<file path="config.mk">
export PLATFORM = sky130hd
export DESIGN_NAME = crc8_serial
export DESIGN_NICKNAME = d
export VERILOG_FILES = /design/src/rtl/crc8_pkg.sv /design/src/rtl/xor_1b.sv /design/src/rtl/crc8_serial.sv
export SDC_FILE = /design/constraint.sdc
export NUM_CORES = 1
export LEC_CHECK = 0
export CELL_PAD_IN_SITES_DETAIL_PLACEMENT = 1
export CELL_PAD_IN_SITES_GLOBAL_PLACEMENT = 1
export CORE_MARGIN = 4
export CORE_UTILIZATION = 29
export DETAILED_ROUTE_END_ITERATION = 7
export PLACE_DENSITY = 0.61
export SYNTH_ARGS = -nofsm -noshare
export SYNTH_HDL_FRONTEND = slang
export SYNTH_SLANG_ARGS = --single-unit
</file>
<file path="constraint.sdc">
create_clock -name clk -period 1.8 [get_ports clk]
set_input_delay 0.36 -clock clk [delete_from_list [all_inputs] [get_ports clk]]
set_output_delay 0.36 -clock clk [all_outputs]
set_load 0.01 [all_outputs]
</file>
<file path="src/rtl/crc8_pkg.sv">
// Shared definitions for the bit-serial CRC-8 engine.
//   - FSM state encoding (IDLE/SHIFT/DONE; 2'd3 is unused and recovers to IDLE)
//   - default polynomial for CRC-8/SMBUS (x^8 + x^2 + x + 1, x^8 implicit)
package crc8_pkg;

  localparam logic [1:0] S_IDLE  = 2'd0;
  localparam logic [1:0] S_SHIFT = 2'd1;
  localparam logic [1:0] S_DONE  = 2'd2;

  localparam logic [7:0] CRC8_POLY_SMBUS = 8'h07;

  typedef enum logic [1:0] {
    StIdle  = S_IDLE,
    StShift = S_SHIFT,
    StDone  = S_DONE
  } crc8_state_e;

endpackage

</file>
<file path="src/rtl/xor_1b.sv">
// Single-bit XOR cell.
// Ports:
//   a_i, b_i : operand bits
//   y_o      : a_i XOR b_i, built from AND/OR/NOT so the cell is self-contained
module xor_1b (
  input  logic a_i,
  input  logic b_i,
  output logic y_o
);

  assign y_o = (a_i & ~b_i) | (~a_i & b_i);

endmodule

</file>
<file path="src/rtl/crc8_serial.sv">
// Bit-serial CRC-8 engine. Accepts one byte per valid/ready handshake, folds it into
// the running CRC MSB first at one bit per clock, then pulses crc_valid for one cycle.
// Every XOR in the datapath is an xor_1b instance.
// Ports:
//   clk       : clock, all state on rising edge
//   rst       : asynchronous active-high reset
//   clr       : synchronous clear, CRC <= INIT and any byte in flight is dropped
//   in_valid  : in_data holds a byte
//   in_ready  : engine accepts a byte this cycle
//   in_data   : byte to fold in, sampled only at transfer
//   crc_out   : running CRC register (no final XOR or reflection)
//   crc_valid : one-cycle pulse, crc_out includes the last accepted byte
//   busy      : a byte is being processed (SHIFT or DONE)
module crc8_serial
  import crc8_pkg::*;
#(
  parameter logic [7:0] POLY = CRC8_POLY_SMBUS,
  parameter logic [7:0] INIT = 8'h00
) (
  input  logic       clk,
  input  logic       rst,
  input  logic       clr,
  input  logic       in_valid,
  output logic       in_ready,
  input  logic [7:0] in_data,
  output logic [7:0] crc_out,
  output logic       crc_valid,
  output logic       busy
);

  crc8_state_e state_q, state_d;
  logic [2:0]  cnt_q, cnt_d;
  logic [7:0]  data_q, data_d;
  logic [7:0]  crc_q, crc_d;

  logic        fb;
  logic [7:0]  crc_shl;
  logic [7:0]  crc_step;

  // Feedback bit: CRC MSB combined with the current message bit.
  xor_1b u_xor_fb (
    .a_i (crc_q[7]),
    .b_i (data_q[cnt_q]),
    .y_o (fb)
  );

  assign crc_shl = {crc_q[6:0], 1'b0};

  // One cell per register bit; bits where POLY is 0 see a constant-0 operand.
  for (genvar i = 0; i < 8; i++) begin : g_xor_bit
    xor_1b u_xor_bit (
      .a_i (crc_shl[i]),
      .b_i (fb & POLY[i]),
      .y_o (crc_step[i])
    );
  end

  assign in_ready  = (state_q == StIdle) & ~clr & ~rst;
  assign crc_valid = (state_q == StDone);
  assign busy      = (state_q == StShift) | (state_q == StDone);
  assign crc_out   = crc_q;

  always_comb begin
    state_d = state_q;
    cnt_d   = cnt_q;
    data_d  = data_q;
    crc_d   = crc_q;
    if (clr) begin
      state_d = StIdle;
      cnt_d   = 3'd0;
      crc_d   = INIT;
    end else begin
      unique case (state_q)
        StIdle: begin
          if (in_valid && in_ready) begin
            data_d  = in_data;
            cnt_d   = 3'd7;
            state_d = StShift;
          end
        end
        StShift: begin
          crc_d = crc_step;
          if (cnt_q == 3'd0) begin
            state_d = StDone;
          end else begin
            cnt_d = cnt_q - 3'd1;
          end
        end
        StDone: begin
          state_d = StIdle;
        end
        default: begin
          state_d = StIdle;
        end
      endcase
    end
  end

  always_ff @(posedge clk or posedge rst) begin
    if (rst) begin
      state_q <= StIdle;
      cnt_q   <= 3'd0;
      data_q  <= 8'h00;
      crc_q   <= INIT;
    end else begin
      state_q <= state_d;
      cnt_q   <= cnt_d;
      data_q  <= data_d;
      crc_q   <= crc_d;
    end
  end

endmodule
</file>
==> summary.txt, run 1 <==
Yosys
  • Proportion of register bits with asynchronous set or reset after synthesis: 1.00
  • Count of warnings emitted by yosys: 0
  • Count of unique library cells instantiated by Yosys: 23
  • Post-synthesis instance area: 1160 um2
  • #FFs+latches synth: 21
  • Flip-flop cell with the highest count after synthesis: dfrtp_1
  • Synthesized instance count: 97
  • Post-synth top cells: 21 x dfrtp_1, 10 x mux2_2, 9 x buf_4, 9 x nor2_1
  • Net count after synthesis: about 110
  • Share of the synthesized area in the top cell type: 0.451
  • Leading area contributor after synthesis: dfrtp_1
  • Dominant cell by count in the synthesized netlist: dfrtp_1
  • Register area share after synthesis: 0.451
  • Synthesized area per cell: about 12 um2
  • Top area cells in the synthesized netlist: dfrtp_1 45%, mux2_2 9.7%, buf_4 5.8%, ha_1 5.4%, mux4_1 4.5%
  • Number of flops mapped to enable cells by yosys: 0

Routing
  • Drt wl/cell: between 10 and 15 um
  • Via density: 4.66
  • Via count of the routed design: 788
  • Iter 0 DRT Violations: 33
  • Pre-antenna DRT Iters: 2
  • Met3 WL: 130 um
  • Number of remaining DRC errors: 0
  • Met2 wire length: between 1000 and 1500 um
  • Highest metal layer with signal wires: met4
  • Overall routed net length: 2300 um
  • Detail Route Antenna Nets: 0
  • Routed metal-1 wirelength: 959 um

Floorplanning
  • # IOs: 23
  • Floorplan die area: roughly 5100 um2
  • Effective utilization at floorplan: 0.309
  • DIE WIDTH: 71.4 um
  • Die Y: 71.4 um
  • # rows: 22
  • Core Region: 3770 um2

Cells and area
  • Final net count: 139
  • Layout Utilization: 0.390
  • Fraction of layout instances using a drive strength above 1: 0.273
  • Total inserted antenna cells: 0
  • Number of filler cells placed in the layout: about 410
  • Area delta synth->final: 26.2%

Clocking
  • CTS H-Tree Depth: 1
  • Clock slew at the register clock pins of the worst setup and hold paths: 0.07 ns
  • Clock buffer count from CTS: 3
  • Cell at the root of the clock tree: clkbuf_8
  • Number of buffers on the longest clock path: 2
  • TritonCTS clock tree: done
  • Clock network latency to the later pin of the worst-skew pair: between 0.2 and 0.3 ns
  • Quantity of hold-fixing buffers added after cts: 0
  • Number of clock sinks: 21

Outcome
  • Result of the run: complete, no violations

STA
  • Setup skew after layout: 0.00271 ns
  • Worst Max-Slew Pin Slew: around 0.28 ns
  • Smallest setup slack after layout: 0.0999 ns
  • Total Neg Setup Slack: 0 ns
  • Post-route clock period utilization: 0.945
  • Number of pins exceeding their max-slew limit in the final report: 0
  • RSZ-0062 raised after global routing: no
  • Worst max-slew margin expressed relative to the limit: 0.814
  • Post-route minimum period: 1.70 ns
  • Endpoints failing setup: 0
  • Hold Fails Final Rpt: 0
  • Top achievable clock speed: 588 MHz

Power and ir drop
  • Reg power frac: 0.351
  • Total power: 2.27 mW
  • Internal Pwr Total: 1.48 mW
  • Sw Share: 0.349
  • Leakage dissipation: 0.644 nW
  • Clk pwr share: 0.137
  • Combinational share of power: 0.512
  • Power per cell area: between 1500 and 2000 nW/um2
  • Largest vdd supply drop: ~0.52 mV
  • Switching power: 0.791 mW

Critical path
  • Max FO, Critical Path: 4
  • Crit-path leading delay family: multiplexers
  • Element type at the critical path end: flop
  • Arrival @ worst endpoint: 1.88 ns
  • Setup CP Type: flop to flop
  • Slowest stage delay, CP: 0.51 ns
  • Count of buffer and inverter cells on the critical path: 0
  • Startpoint kind of the worst setup timing path: flop
  • Critical-path top delay cell: mux4_2
  • Worst EP required: roughly 2.0 ns
  • CP cell instances: mux4_2 > mux2_4 > xnor3_1 > a211oi_2

Placement
  • Post-detail-place hpwl: 1690 um
  • RePlAce Congestion: 0.738
  • Port Buffers: 22
  • Pre-CTS WS: -0.146 ns

Global routing
  • Residual overflow from global routing: 0
  • Initial antenna violation count: 0
  • Wire length of the first global-routing pass: 3950 um
  • Maximum number of pins on one net before global-route repair: 22
  • Overall Global Routing Usage: 0.0994
  • Vias in the first global route: about 850

Flow run
  • Number of max-cap violations: 0

Worst hold path
  • Kind of path behind the tightest hold check: input pin to async pin
[worst register-to-register path: cells and delay by family, from the launching register on]
| kind | cells | cell delay, ns |
|---|---|---|
| AOI/OAI and AO/OA | 1 | 0.18 |
| muxes | 2 | 0.82 |
| xor gates and xnor gates | 1 | 0.20 |
| DFF | 1 | 0.42 |
[power groups by stage]
stage	Sequential [mW]	Combinational (mW)	Clock (mW)
4_1_cts	0.788	1.14	0.328
5_1_grt	0.824	1.29	0.347
3_3_place_gp	0.790	1.07	0
6_report	0.795	1.16	0.312
3_5_place_dp	0.805	1.10	0
2_1_floorplan	0.756	0.875	0
[repair_timing]
| item | 4_1_cts | 5_1_grt |
|---|---|---|
| pin swaps | 0 | 2 |
| setup endpoints to repair | 6 | 4 |
| cloned | 0 | 0 |
| gates resized for setup | 5 | 7 |
| buffers inserted | 2 | 0 |
[cells in the final DEF (no fill, tap or decap), types with 2 or more instances in the layout]
cell             netlist  final
nand2b_1               5      5
clkdlybuf4s50_1        0     19
inv_1                  7      7
xnor3_1                2      2
mux2_2                10     10
mux4_2                 0      2
clkbuf_8               0      3
dfrtp_1               21     20
a211oi_2               0      2
ha_1                   5      4
nor2_1                 9      9
buf_4                  9      9
a21oi_1                7      6
dlygate4sd2_1          0      2
mux2i_1                5      5
[final cells by class]
class,instances,area (um2),share of cell area
tap,48,60.1,0.0409
multi-input combinational,58,532,0.362
sequential,21,527,0.358
clock buffer,4,45.0,0.0306
timing repair buffer,31,280,0.191
inverter,7,26.3,0.0179
[worst paths after layout]
path                            from          to  slack (ns)  cells past startpoint
setup / recovery            cnt_q[0]  crc_out[2]         0.1                      4
hold / removal                   rst   data_q[2]        0.51                      3
setup reg to reg            cnt_q[0]  crc_out[2]         0.1                      4
hold reg to reg            data_q[7]   data_q[7]        0.52                      1
max in group asynchronous        rst    cnt_q[0]        1.06                      3
min in group clk           data_q[7]   data_q[7]        0.52                      1
[metal layers]
layer / vias to the layer above / GRT usage
li1: 372 / -
met1: 387 / 0.117
met2: 22 / 0.160
met3: 7 / 0.0379
met4: 0 / 0.0438
met5: - / 0
[kinds of logic (layout without fill, tap and decap cells)]
kind of cell | count (synthesis) | count (layout) | share of synthesized area
mux | 18 | 18 | 0.198
flops | 21 | 21 | 0.451
compound gates | 14 | 14 | 0.0773
xor+xnor | 3 | 3 | 0.0462
simple gates | 18 | 18 | 0.0741
buf+inv | 18 | 42 | 0.0999
fa+ha+maj | 5 | 5 | 0.0537
[flip-flops by register name (all words and copies together) (netlist names)]
name,cells
cnt_q,3
crc_out,8
data_q,8
state_q,2
[through the flow]
step                area [um2]  hold slack, ns  instances
finish                    1470           0.507        169
global route              1470           0.532        169
CTS                       1470           0.510        169
detailed placement        1410           0.492        163
global placement          1410           0.481        163
floorplan                 1160           0.337         97
Note: power is estimated with default switching activity, not from simulation.
==> inputs of run 2 (changes only) <==
--- a/config.mk
+++ b/config.mk
@@ -8,9 +8,9 @@
 export CELL_PAD_IN_SITES_DETAIL_PLACEMENT = 1
 export CELL_PAD_IN_SITES_GLOBAL_PLACEMENT = 1
 export CORE_MARGIN = 4
-export CORE_UTILIZATION = 29
+export CORE_UTILIZATION = 36
 export DETAILED_ROUTE_END_ITERATION = 7
-export PLACE_DENSITY = 0.61
+export PLACE_DENSITY = 0.73
 export SYNTH_ARGS = -nofsm -noshare
 export SYNTH_HDL_FRONTEND = slang
 export SYNTH_SLANG_ARGS = --single-unit
==> run 2 against run 1 <==
  * Setup slack worse by 0.0068 ns
  * Non-clock buffer count is 1 lower
  * Global-route usage is 1.4 points higher
  * Power is 4.8% lower
  * Register-to-register slack is essentially flat
  * Fmax down 0.40%
  * Clock power is 25% lower
==> summary.txt, run 2 (same netlist as run 1, synthesis figures left out) <==
Outcome
  • Result of the run: complete, no violations

STA
  • Endpoints failing setup: 0
  • Worst Max-Slew Pin Slew: 0.274 ns
  • Hold Fails Final Rpt: 0
  • Smallest setup slack after layout: 0.0931 ns
  • Worst max-slew margin expressed relative to the limit: 0.817
  • Top achievable clock speed: 586 MHz
  • Post-route clock period utilization: 0.948
  • Setup skew after layout: between 0.006 and 0.007 ns
  • Number of pins exceeding their max-slew limit in the final report: 0
  • Post-route minimum period: 1.71 ns
  • RSZ-0062 raised after global routing: yes

Floorplanning
  • DIE WIDTH: between 60 and 70 um
  • Floorplan die area: approximately 4200 um2
  • Effective utilization at floorplan: 0.378
  • Die Y: about 65 um
  • Core Region: 3080 um2
  • # rows: 20
  • # IOs: 23

Placement
  • Port Buffers: 22
  • RePlAce Congestion: roughly 0.76
  • Instance area after placement: 1400 um2
  • Pre-CTS WS: -0.138 ns
  • Post-detail-place hpwl: 1640 um

Routing
  • Routed metal-1 wirelength: 884 um
  • Via count of the routed design: about 780
  • Overall routed net length: 2140 um
  • Pre-antenna DRT Iters: 2
  • Detail Route Antenna Nets: 0
  • Highest metal layer with signal wires: met4
  • Number of remaining DRC errors: 0
  • Met2 wire length: 1160 um
  • Met3 WL: 85 um
  • Via density: 4.74
  • Iter 0 DRT Violations: 33
  • Drt wl/cell: about 13 um

Power and ir drop
  • Power per cell area: 1500 nW/um2
  • Internal Pwr Total: 1.39 mW
  • Switching power: 0.773 mW
  • Leakage dissipation: roughly 0.64 nW
  • Reg power frac: 0.368
  • Sw Share: 0.358
  • Largest vdd supply drop: 0.655 mV
  • Clk pwr share: 0.108
  • Combinational share of power: 0.524

Critical path
  • Register-to-register setup slack: 0.09 ns
  • Element type at the critical path end: flop
  • Worst EP required: just over 2 ns
  • Reg-to-reg critical path endpoint: crc_out[1]
  • Worst setup path endpoint: crc_out[1]
  • Number of cell instances on the worst register-to-register path: 4
  • Arrival @ worst endpoint: 1.94 ns
  • Critical path launch point: cnt_q[0]
  • Startpoint kind of the worst setup timing path: flop
  • Startpoint of the worst register-to-register path: cnt_q[0]
  • Max FO, Critical Path: 5
  • Setup CP Type: flop to flop

Clocking
  • Cell at the root of the clock tree: clkbuf_4
  • Clock slew at the register clock pins of the worst setup and hold paths: around 0.13 ns
  • Clock network latency to the later pin of the worst-skew pair: roughly 0.31 ns
  • Number of clock sinks: 21
  • CTS H-Tree Depth: 1
  • Number of buffers on the longest clock path: 2
  • Clock buffer count from CTS: 3
  • Quantity of hold-fixing buffers added after cts: 0
  • TritonCTS clock tree: done

Cells and area
  • Number of filler cells placed in the layout: 344
  • Area delta synth->final: 23.4%
  • Multi-input gate area: 529 um2
  • Area of all placed cells without fillers: 1440 um2
  • Final net count: 138
  • Most common cell after layout, fill and taps aside: dfrtp_1
  • Sequential Area: 527 um2
  • Layout Utilization: 0.467
  • Total inserted antenna cells: 0
  • Fraction of layout instances using a drive strength above 1: 0.267
  • Commonest cells after routing, fill and taps aside: 20 x dfrtp_1, 19 x clkdlybuf4s50_1, 10 x mux2_2, 9 x nor2_1, 8 x buf_4

Global routing
  • Residual overflow from global routing: 0
  • Initial antenna violation count: 0
  • Vias in the first global route: 817
  • Wire length of the first global-routing pass: 3660 um
  • Overall Global Routing Usage: 0.113
  • Maximum number of pins on one net before global-route repair: 22

Worst hold path
  • Kind of path behind the tightest hold check: input pin to async pin

Flow run
  • Number of max-cap violations: 0
## run 2: cell count changes in the layout (fill, tap and decap cells not counted)
cell      previous run  this run
clkbuf_4             0         3
clkbuf_8             3         0
buf_4                9         8
clkbuf_1             1         0
clkinv_2             0         1
ha_1                 4         5
ha_2                 1         0
## run 2: worst min-delay path by stage
stage | start | to | slack, ns | cells after the start
2_1_floorplan | rst | cnt_q[0] | 0.34 | 1
3_3_place_gp | data_q[0] | data_q[0] | 0.48 | 1
3_5_place_dp | data_q[5] | data_q[5] | 0.49 | 1
4_1_cts | rst | crc_out[2] | 0.44 | 3
5_1_grt | rst | crc_out[2] | 0.47 | 3
6_report | rst | data_q[5] | 0.43 | 3
## run 2: repair_timing
action | CTS | global route
endpoints found under the setup margin | 5 | 5
setup buffers | 1 | 0
gates resized for setup | 4 | 7
pin swaps | 1 | 2
## run 2: through the flow
stage	cells	TNS, ns	total power [mW]	hold slack, ns
4_1_cts	164	0	2.14	0.436
2_1_floorplan	97	0	1.63	0.337
3_3_place_gp	159	-0.187	1.84	0.482
6_report	164	0	2.16	0.432
3_5_place_dp	159	-0.377	1.90	0.490
5_1_grt	164	-0.0161	2.35	0.470
## run 2: worst max-delay path: stages (launching register included)
cell,delay [ns]
dfrtp_2,0.45
mux4_2,0.50
mux2_4,0.31
xnor3_1,0.20
a211oi_2,0.17
## run 2: power by group through the flow
stage | combinational [mW] | sequential, mW | clock (mW)
after CTS | 1.10 | 0.788 | 0.246
after global routing | 1.26 | 0.816 | 0.270
final | 1.13 | 0.794 | 0.234
after detailed placement | 1.10 | 0.802 | 0
after floorplan | 0.875 | 0.756 | 0
after global placement | 1.06 | 0.785 | 0
## run 2: metal layers
| metal | vias up | track usage |
|---|---|---|
| met3 | 2 | 0.0243 |
| met2 | 16 | 0.211 |
| li1 | 373 | - |
| met5 | - | 0 |
| met1 | 386 | 0.124 |
| met4 | 0 | 0.0396 |
## run 2: area by class of cell
class / count / area share
Sequential cell: 21 / 0.366
Tap cell: 44 / 0.0383
Timing Repair Buffer: 30 / 0.190
Clock inverter: 1 / 0.00348
Inverter: 7 / 0.0183
Multi-Input combinational cell: 58 / 0.368
Clock buffer: 3 / 0.0157
